`config.mk`:
```
export PLATFORM = sky130hd
export DESIGN_NAME = stage_instruction_fetch_decode_buffer
export DESIGN_NICKNAME = d
export VERILOG_FILES = /design/src/rtl/stage_instruction_fetch_decode_buffer.sv
export SDC_FILE = /design/constraint.sdc
export NUM_CORES = 1
export LEC_CHECK = 0
export BUFFER_PORTS_ARGS = -buffer_cell sky130_fd_sc_hd__buf_2
export CORE_ASPECT_RATIO = 1.75
export CORE_MARGIN = 8
export CORE_UTILIZATION = 58
export CTS_CLUSTER_SIZE = 12
export DETAILED_ROUTE_END_ITERATION = 12
export PLACE_DENSITY = 0.85
export SLEW_MARGIN = 20
export SYNTH_ARGS = -nofsm -noshare
export SYNTH_HDL_FRONTEND = slang
export SYNTH_SLANG_ARGS = --single-unit
export TNS_END_PERCENT = 5
```
`constraint.sdc`:
```
create_clock -name i_Clock -period 2.3 [get_ports i_Clock]
set_clock_uncertainty 0.05 [all_clocks]
set_input_delay 0.575 -clock i_Clock [delete_from_list [all_inputs] [get_ports i_Clock]]
set_output_delay 0.575 -clock i_Clock [all_outputs]
set_load 0.005 [all_outputs]
```
`src/rtl/stage_instruction_fetch_decode_buffer.sv`:
```
// Fetch-to-decode pipeline register with a two-entry skid buffer.
// A decode stall never drops a fetched instruction, and o_Ready is fully registered.
module stage_instruction_fetch_decode_buffer #(
  parameter int unsigned     XLEN     = 32,
  parameter logic [XLEN-1:0] NOP_WORD = 'h00000013
) (
  input  logic            i_Clock,
  input  logic            i_Reset,
  input  logic            i_Flush,
  input  logic            i_Valid,
  output logic            o_Ready,
  input  logic [XLEN-1:0] i_PC,
  input  logic [XLEN-1:0] i_NextPC,
  input  logic [XLEN-1:0] i_InstructionWord,
  input  logic            i_InstructionAddressMisaligned,
  output logic            o_Valid,
  input  logic            i_Ready,
  output logic [XLEN-1:0] o_PC,
  output logic [XLEN-1:0] o_NextPC,
  output logic [XLEN-1:0] o_InstructionWord,
  output logic            o_InstructionAddressMisaligned
);

  typedef enum logic [1:0] {
    ST_EMPTY,
    ST_HALF,
    ST_FULL
  } state_t;

  state_t state_reg, state_next;
  logic   ready_reg;

  logic [XLEN-1:0] main_pc_reg, main_npc_reg, main_word_reg;
  logic            main_mis_reg;
  logic [XLEN-1:0] skid_pc_reg, skid_npc_reg, skid_word_reg;
  logic            skid_mis_reg;

  logic in_fire, out_fire;
  logic load_main_in, load_main_skid, clear_main;
  logic load_skid, clear_skid;

  logic [XLEN-1:0] cap_word;

  assign o_Valid  = (state_reg != ST_EMPTY);
  assign o_Ready  = ready_reg;
  assign in_fire  = i_Valid & ready_reg;
  assign out_fire = o_Valid & i_Ready;

  // Misaligned fetches become NOP bubbles that still carry their PC and the exception tag
  assign cap_word = i_InstructionAddressMisaligned ? NOP_WORD : i_InstructionWord;

  assign o_PC                           = main_pc_reg;
  assign o_NextPC                       = main_npc_reg;
  assign o_InstructionWord              = main_word_reg;
  assign o_InstructionAddressMisaligned = main_mis_reg;

  always_ff @(posedge i_Clock or negedge i_Reset) begin
    if (!i_Reset) begin
      state_reg <= ST_EMPTY;
      ready_reg <= 1'b0;
    end else begin
      state_reg <= state_next;
      ready_reg <= (state_next != ST_FULL);
    end
  end

  always_comb begin
    state_next     = state_reg;
    load_main_in   = 1'b0;
    load_main_skid = 1'b0;
    clear_main     = 1'b0;
    load_skid      = 1'b0;
    clear_skid     = 1'b0;
    if (i_Flush) begin
      state_next = ST_EMPTY;
      clear_main = 1'b1;
      clear_skid = 1'b1;
    end else begin
      case (state_reg)
        ST_EMPTY: begin
          if (in_fire) begin
            load_main_in = 1'b1;
            state_next   = ST_HALF;
          end
        end
        ST_HALF: begin
          if (in_fire && out_fire) begin
            load_main_in = 1'b1;
          end else if (in_fire) begin
            load_skid  = 1'b1;
            state_next = ST_FULL;
          end else if (out_fire) begin
            clear_main = 1'b1;
            state_next = ST_EMPTY;
          end
        end
        ST_FULL: begin
          // Skid entry is always the older one, so it moves up before any new accept
          if (out_fire) begin
            load_main_skid = 1'b1;
            clear_skid     = 1'b1;
            state_next     = ST_HALF;
          end
        end
        default: begin
          state_next = ST_EMPTY;
          clear_main = 1'b1;
          clear_skid = 1'b1;
        end
      endcase
    end
  end

  // Main entry returns to bubble values whenever it empties, so no stale payload leaks out
  always_ff @(posedge i_Clock or negedge i_Reset) begin
    if (!i_Reset) begin
      main_pc_reg   <= '0;
      main_npc_reg  <= '0;
      main_word_reg <= NOP_WORD;
      main_mis_reg  <= 1'b0;
    end else if (clear_main) begin
      main_pc_reg   <= '0;
      main_npc_reg  <= '0;
      main_word_reg <= NOP_WORD;
      main_mis_reg  <= 1'b0;
    end else if (load_main_skid) begin
      main_pc_reg   <= skid_pc_reg;
      main_npc_reg  <= skid_npc_reg;
      main_word_reg <= skid_word_reg;
      main_mis_reg  <= skid_mis_reg;
    end else if (load_main_in) begin
      main_pc_reg   <= i_PC;
      main_npc_reg  <= i_NextPC;
      main_word_reg <= cap_word;
      main_mis_reg  <= i_InstructionAddressMisaligned;
    end
  end

  always_ff @(posedge i_Clock or negedge i_Reset) begin
    if (!i_Reset) begin
      skid_pc_reg   <= '0;
      skid_npc_reg  <= '0;
      skid_word_reg <= NOP_WORD;
      skid_mis_reg  <= 1'b0;
    end else if (clear_skid) begin
      skid_pc_reg   <= '0;
      skid_npc_reg  <= '0;
      skid_word_reg <= NOP_WORD;
      skid_mis_reg  <= 1'b0;
    end else if (load_skid) begin
      skid_pc_reg   <= i_PC;
      skid_npc_reg  <= i_NextPC;
      skid_word_reg <= cap_word;
      skid_mis_reg  <= i_InstructionAddressMisaligned;
    end
  end

endmodule

```
After elaboration in Yosys (flattened, before gate mapping)
Cells that the tools add are included.

cells by class
  eq/ne operators = 3
  muxes and demuxes = 44
  bitwise logic cells = 2
  reductions and logical operators = 7

operators with widths
  operator              number
  $mux W32              16
  $mux W1               18
  $mux W2               6
  $pmux W1 S2           3
  $pmux W2 S3           1
  $reduce_bool A2 Y1    2
  $reduce_or A2 Y1      2
  $reduce_bool A3 Y1    1
  $and A1 B1 Y1         2
  $eq A2 B1 Y1 const B  1
  $eq A2 B2 Y1 const B  1
  $logic_not A2 Y1      1
  $ne A2 B2 Y1 const B  1
  $logic_and A1 B1 Y1   1

word-level totals
  register bits after elaboration = 197
  bits of input ports = 102
  output and inout bits = 99
  logic and storage cells = 66

Depth between registers and ports, before layout
  depth after elaboration = 9
  gate-level depth with buffers = 8
  gate-level depth less buffers = 4

Least setup slack after synthesis
Ideal clock, no wire load.

  kind = input-to-reg
  start = input port i_Ready
  end = register skid_npc_reg[21]
  setup time = 0.121 ns
  data arrival time = 1.491 ns
  required time = 2.129 ns
  slack = 0.638 ns
  cell stages on the path = 6
  path buffers = 2
  path through = and3b_1 > o22ai_1 > and2b_1 > buf_6 > buf_6 > a22o_1

between the ends
  word-level cells in the longest chain between the ends = 6
  elaborated cells between the ends (all ways) = 10
  those cells by class = 7 x mux; 1 x bitwise; 2 x reduce/logical

ends and longest elaborated chain
  item                          line  RTL
  from (decl)                   17    input logic i_Ready,
  $and A1 B1 Y1 *               47    assign out_fire = o_Valid & i_Ready;
  $logic_and A1 B1 Y1           87    if (in_fire && out_fire) begin
  $mux W1                       87
  $mux W1                       79    case (state_reg)
  $mux W1                       74    if (i_Flush) begin
  $reduce_bool A2 Y1 (no line)  -
  to (signal assigned)          152   skid_npc_reg <= i_NextPC;
  to (decl)                     35    logic [XLEN-1:0] skid_pc_reg, skid_npc_reg, skid_word_reg;

Mark *: on every way between the ends. The rest lies on a longest branch, timed or not.
A chain may end at the register's enable or synchronous reset.

Worst setup path after layout
  start = register state_reg[0]
  end = output port o_Valid

between the ends
  word-level cells in the longest chain between the ends = 1

ends and longest elaborated chain
  item                    line  RTL
  from (decl)             30    state_t state_reg, state_next;
  from (signal assigned)  62    state_reg <= state_next;
  $reduce_bool A2 Y1      44    assign o_Valid = (state_reg != ST_EMPTY);
  to (decl)               16    output logic o_Valid,

No other way between the ends.

==> flow_summary_export.csv <==
group,metric,value,unit
route,vias_per_cell,5.835,
sta,setup_ws,0.3117,ns
placed_design,dpl.hpwl,14620,um
route,drcViolationCount,0,
cells_and_area,final_cell_count_no_fill,1110,
sta,timing.slew.headroom,0.6262,
logic_synthesis,ys_seq_area_frac,0.5800,
route,detail_route.wl_per_cell,19.60,um
sta,setup_violations,0,
sta,hold_slack,0.09303,ns
logic_synthesis,synthMuxAreaShare,0.07643,
sta,drv_slew,0,
sta,max_freq,0.5029,GHz
logic_synthesis,synth-seq-cells,197,
placed_design,preCtsSetupSlack,0.3028,ns
die,rows,58,
pwr,p_per_area,754.1,mW/mm^2
setup_path,critPathLaunchType,"flop",
logic_synthesis,ys_warn_count,0,
cells_and_area,register_area,0.004937,mm^2
clocking,root_buffer,"clkbuf_16",
clocking,clkTransAtPathRegs,0.07,ns
route,ant_nets,0,
die,die_w,107.6,um
cells_and_area,nFillCells,1086,
logic_synthesis,synthFlopType,"dfrtp_1",
logic_synthesis,yosys-top-cells-area,"dfrtp_1 56%, mux2i_1 7.6%, a22o_1 6.7%",
clocking,h-tree-depth,4,
pwr,ir_drop,0.6021,mV
logic_synthesis,synth_cell_type_count,35,
logic_synthesis,synth_top_area_cell,"dfrtp_1",
setup_path,worstPathMaxFanout,10,
cells_and_area,most-common-layout-cells,"199 x buf_2, 191 x dfrtp_1, 95 x nand2_1",
setup_path,rr_startpoint,"state_reg[0]$_DFF_PN0_",
sta,rsz0062_at_grt,"false",
clocking,cts.sinks,197,
clocking,cts_hold_buf,0,
sta,tightest_slew,0.5607,ns
clocking,cts_tree,"done",
route,drt-total-wl,21760,um
logic_synthesis,synthSimpleGateAreaFrac,0.08877,
logic_synthesis,synth_top_family_by_area,"compound AO/OA/AOI/OAI gates",
status,outcome,"completed",
pwr,p_leak,4.964,nW
setup_path,cp.required,1.67,ns
setup_path,worstPathArrival,1.36,ns
sta,period_share,0.8645,
cells_and_area,synthToLayoutAreaGrowth,19.68,%
logic_synthesis,synth_compound_area_frac,0.1872,
setup_path,end_kind,"primary output",
clocking,postCtsSetupBuffers,0,
logic_synthesis,synth_xor_area_frac,0.002058,
route,dr_total_vias,6477,
pwr,finalPower,7.684,mW
logic_synthesis,synth_edf_count,0,
logic_synthesis,syn_area,0.008513,mm^2
setup_path,r2r_cells,4,
die,ioPinCount,201,
die,core_area,0.01437,mm^2
worst_hold_path,hp-class,"in2async",
clocking,cts_resized,0,
job,maxCapViolCount,0,
sta,hold_violations,0,
grt,grt_usage,0.2319,
setup_path,crit_type,"reg2out",
clocking,cts_buffers,17,
cells_and_area,fin_util,0.7091,
sta,period_needed,1.988,ns
cells_and_area,drive_gt1_frac,0.2949,
setup_path,timing.rr.end,"o_NextPC[0]$_DFFE_PN0P_",
sta,setup_tns,0,ns
grt,grt_max_degree,77,
cells_and_area,design_area,0.01019,mm^2
placed_design,dp.cells,1077,
placed_design,gp_congestion,0.8150,
route,drt-pass1-iter-count,5,
clocking,clk-insertion-delay-late,0.41,ns
grt,antenna_found_initial,1,
logic_synthesis,syn_nets,837,
die,dieArea,0.01896,mm^2
placed_design,placed_cell_area,0.009545,mm^2
logic_synthesis,avgSynthCellArea,11.58,um^2
die,dieHeight,176.3,um
logic_synthesis,synth_top_area_share,0.5614,
logic_synthesis,synth-adder-area-share,0,
grt,grt_pass1_wl,35120,um
cells_and_area,final_common_cell,"buf_2",
route,drt_iter0_drc,379,
grt,grt_pass1_vias,6762,
logic_synthesis,syn_inst,735,
grt,grt_overflow,0,
clocking,clock_path_buffers,2,
placed_design,port_buffers,200,
cells_and_area,multi_input_area,0.003033,mm^2
logic_synthesis,synthArstFlopShare,1.000,
die,initial_core_util,0.5925,
setup_path,ff2ff_setup_slack,0.48,ns
cells_and_area,nNetsFinal,1018,
-- layout make-up --
cell class,instances,area share
tap,180,0.02210
timing repair buffer,224,0.1303
clock buffer,18,0.04212
clock inverter,14,0.02075
antenna,1,0.0002456
sequential,197,0.4846
multi-input combinational,470,0.2977
inverter,6,0.002210
-- worst max-delay path, stage by stage (launching register included) --
cell and delay (ns):
dfrtp_1 0.47, or2_2 0.34, buf_2 0.14
-- power by group --
group	internal (mW)	total, mW	switching (mW)
sequential	3.61	3.69	0.0863
combinational	0.327	0.799	0.472
clock	1.86	3.19	1.33
total	5.79	7.68	1.89
-- cell families (layout without fill, tap and decap cells) --
family | count (synthesis) | in the layout
AND/OR/NAND/NOR | 171 | 171
flip-flops | 197 | 197
other | 0 | 1
XOR/XNOR | 2 | 2
AO/OA/AOI/OAI | 232 | 232
buffers and inverters | 68 | 262
multiplexers | 65 | 65
-- Yosys cell counts (all sizes together), types with 6 or more instances --
cell type,count
o2bb2ai,29
mux2i,65
dfrtp,191
dfstp,6
nand2b,31
a21oi,34
buf,55
clkbuf,7
inv,6
o21ai,94
nand2,95
nor2,33
a22o,65
-- routing by layer --
layer | GRT usage | routed length, um
met5 | 0 | 0
met4 | 0.1035 | 714
met3 | 0.05111 | 1294
met2 | 0.3817 | 11100
met1 | 0.2838 | 8651
-- how the worst max path moves through the flow --
stage,depth (start not counted),endpoint,startpoint
6_report,2,o_Valid,state_reg[0]$_DFF_PN0_
2_1_floorplan,6,skid_npc_reg[21]$_DFFE_PN0P_,i_Ready
3_3_place_gp,5,o_PC[2]$_DFFE_PN0P_,i_Flush
3_5_place_dp,5,o_NextPC[24]$_DFFE_PN0P_,i_Flush
4_1_cts,2,o_Valid,state_reg[0]$_DFF_PN0_
5_1_grt,2,o_Valid,state_reg[0]$_DFF_PN0_
Power figures use the tool's default switching activity.
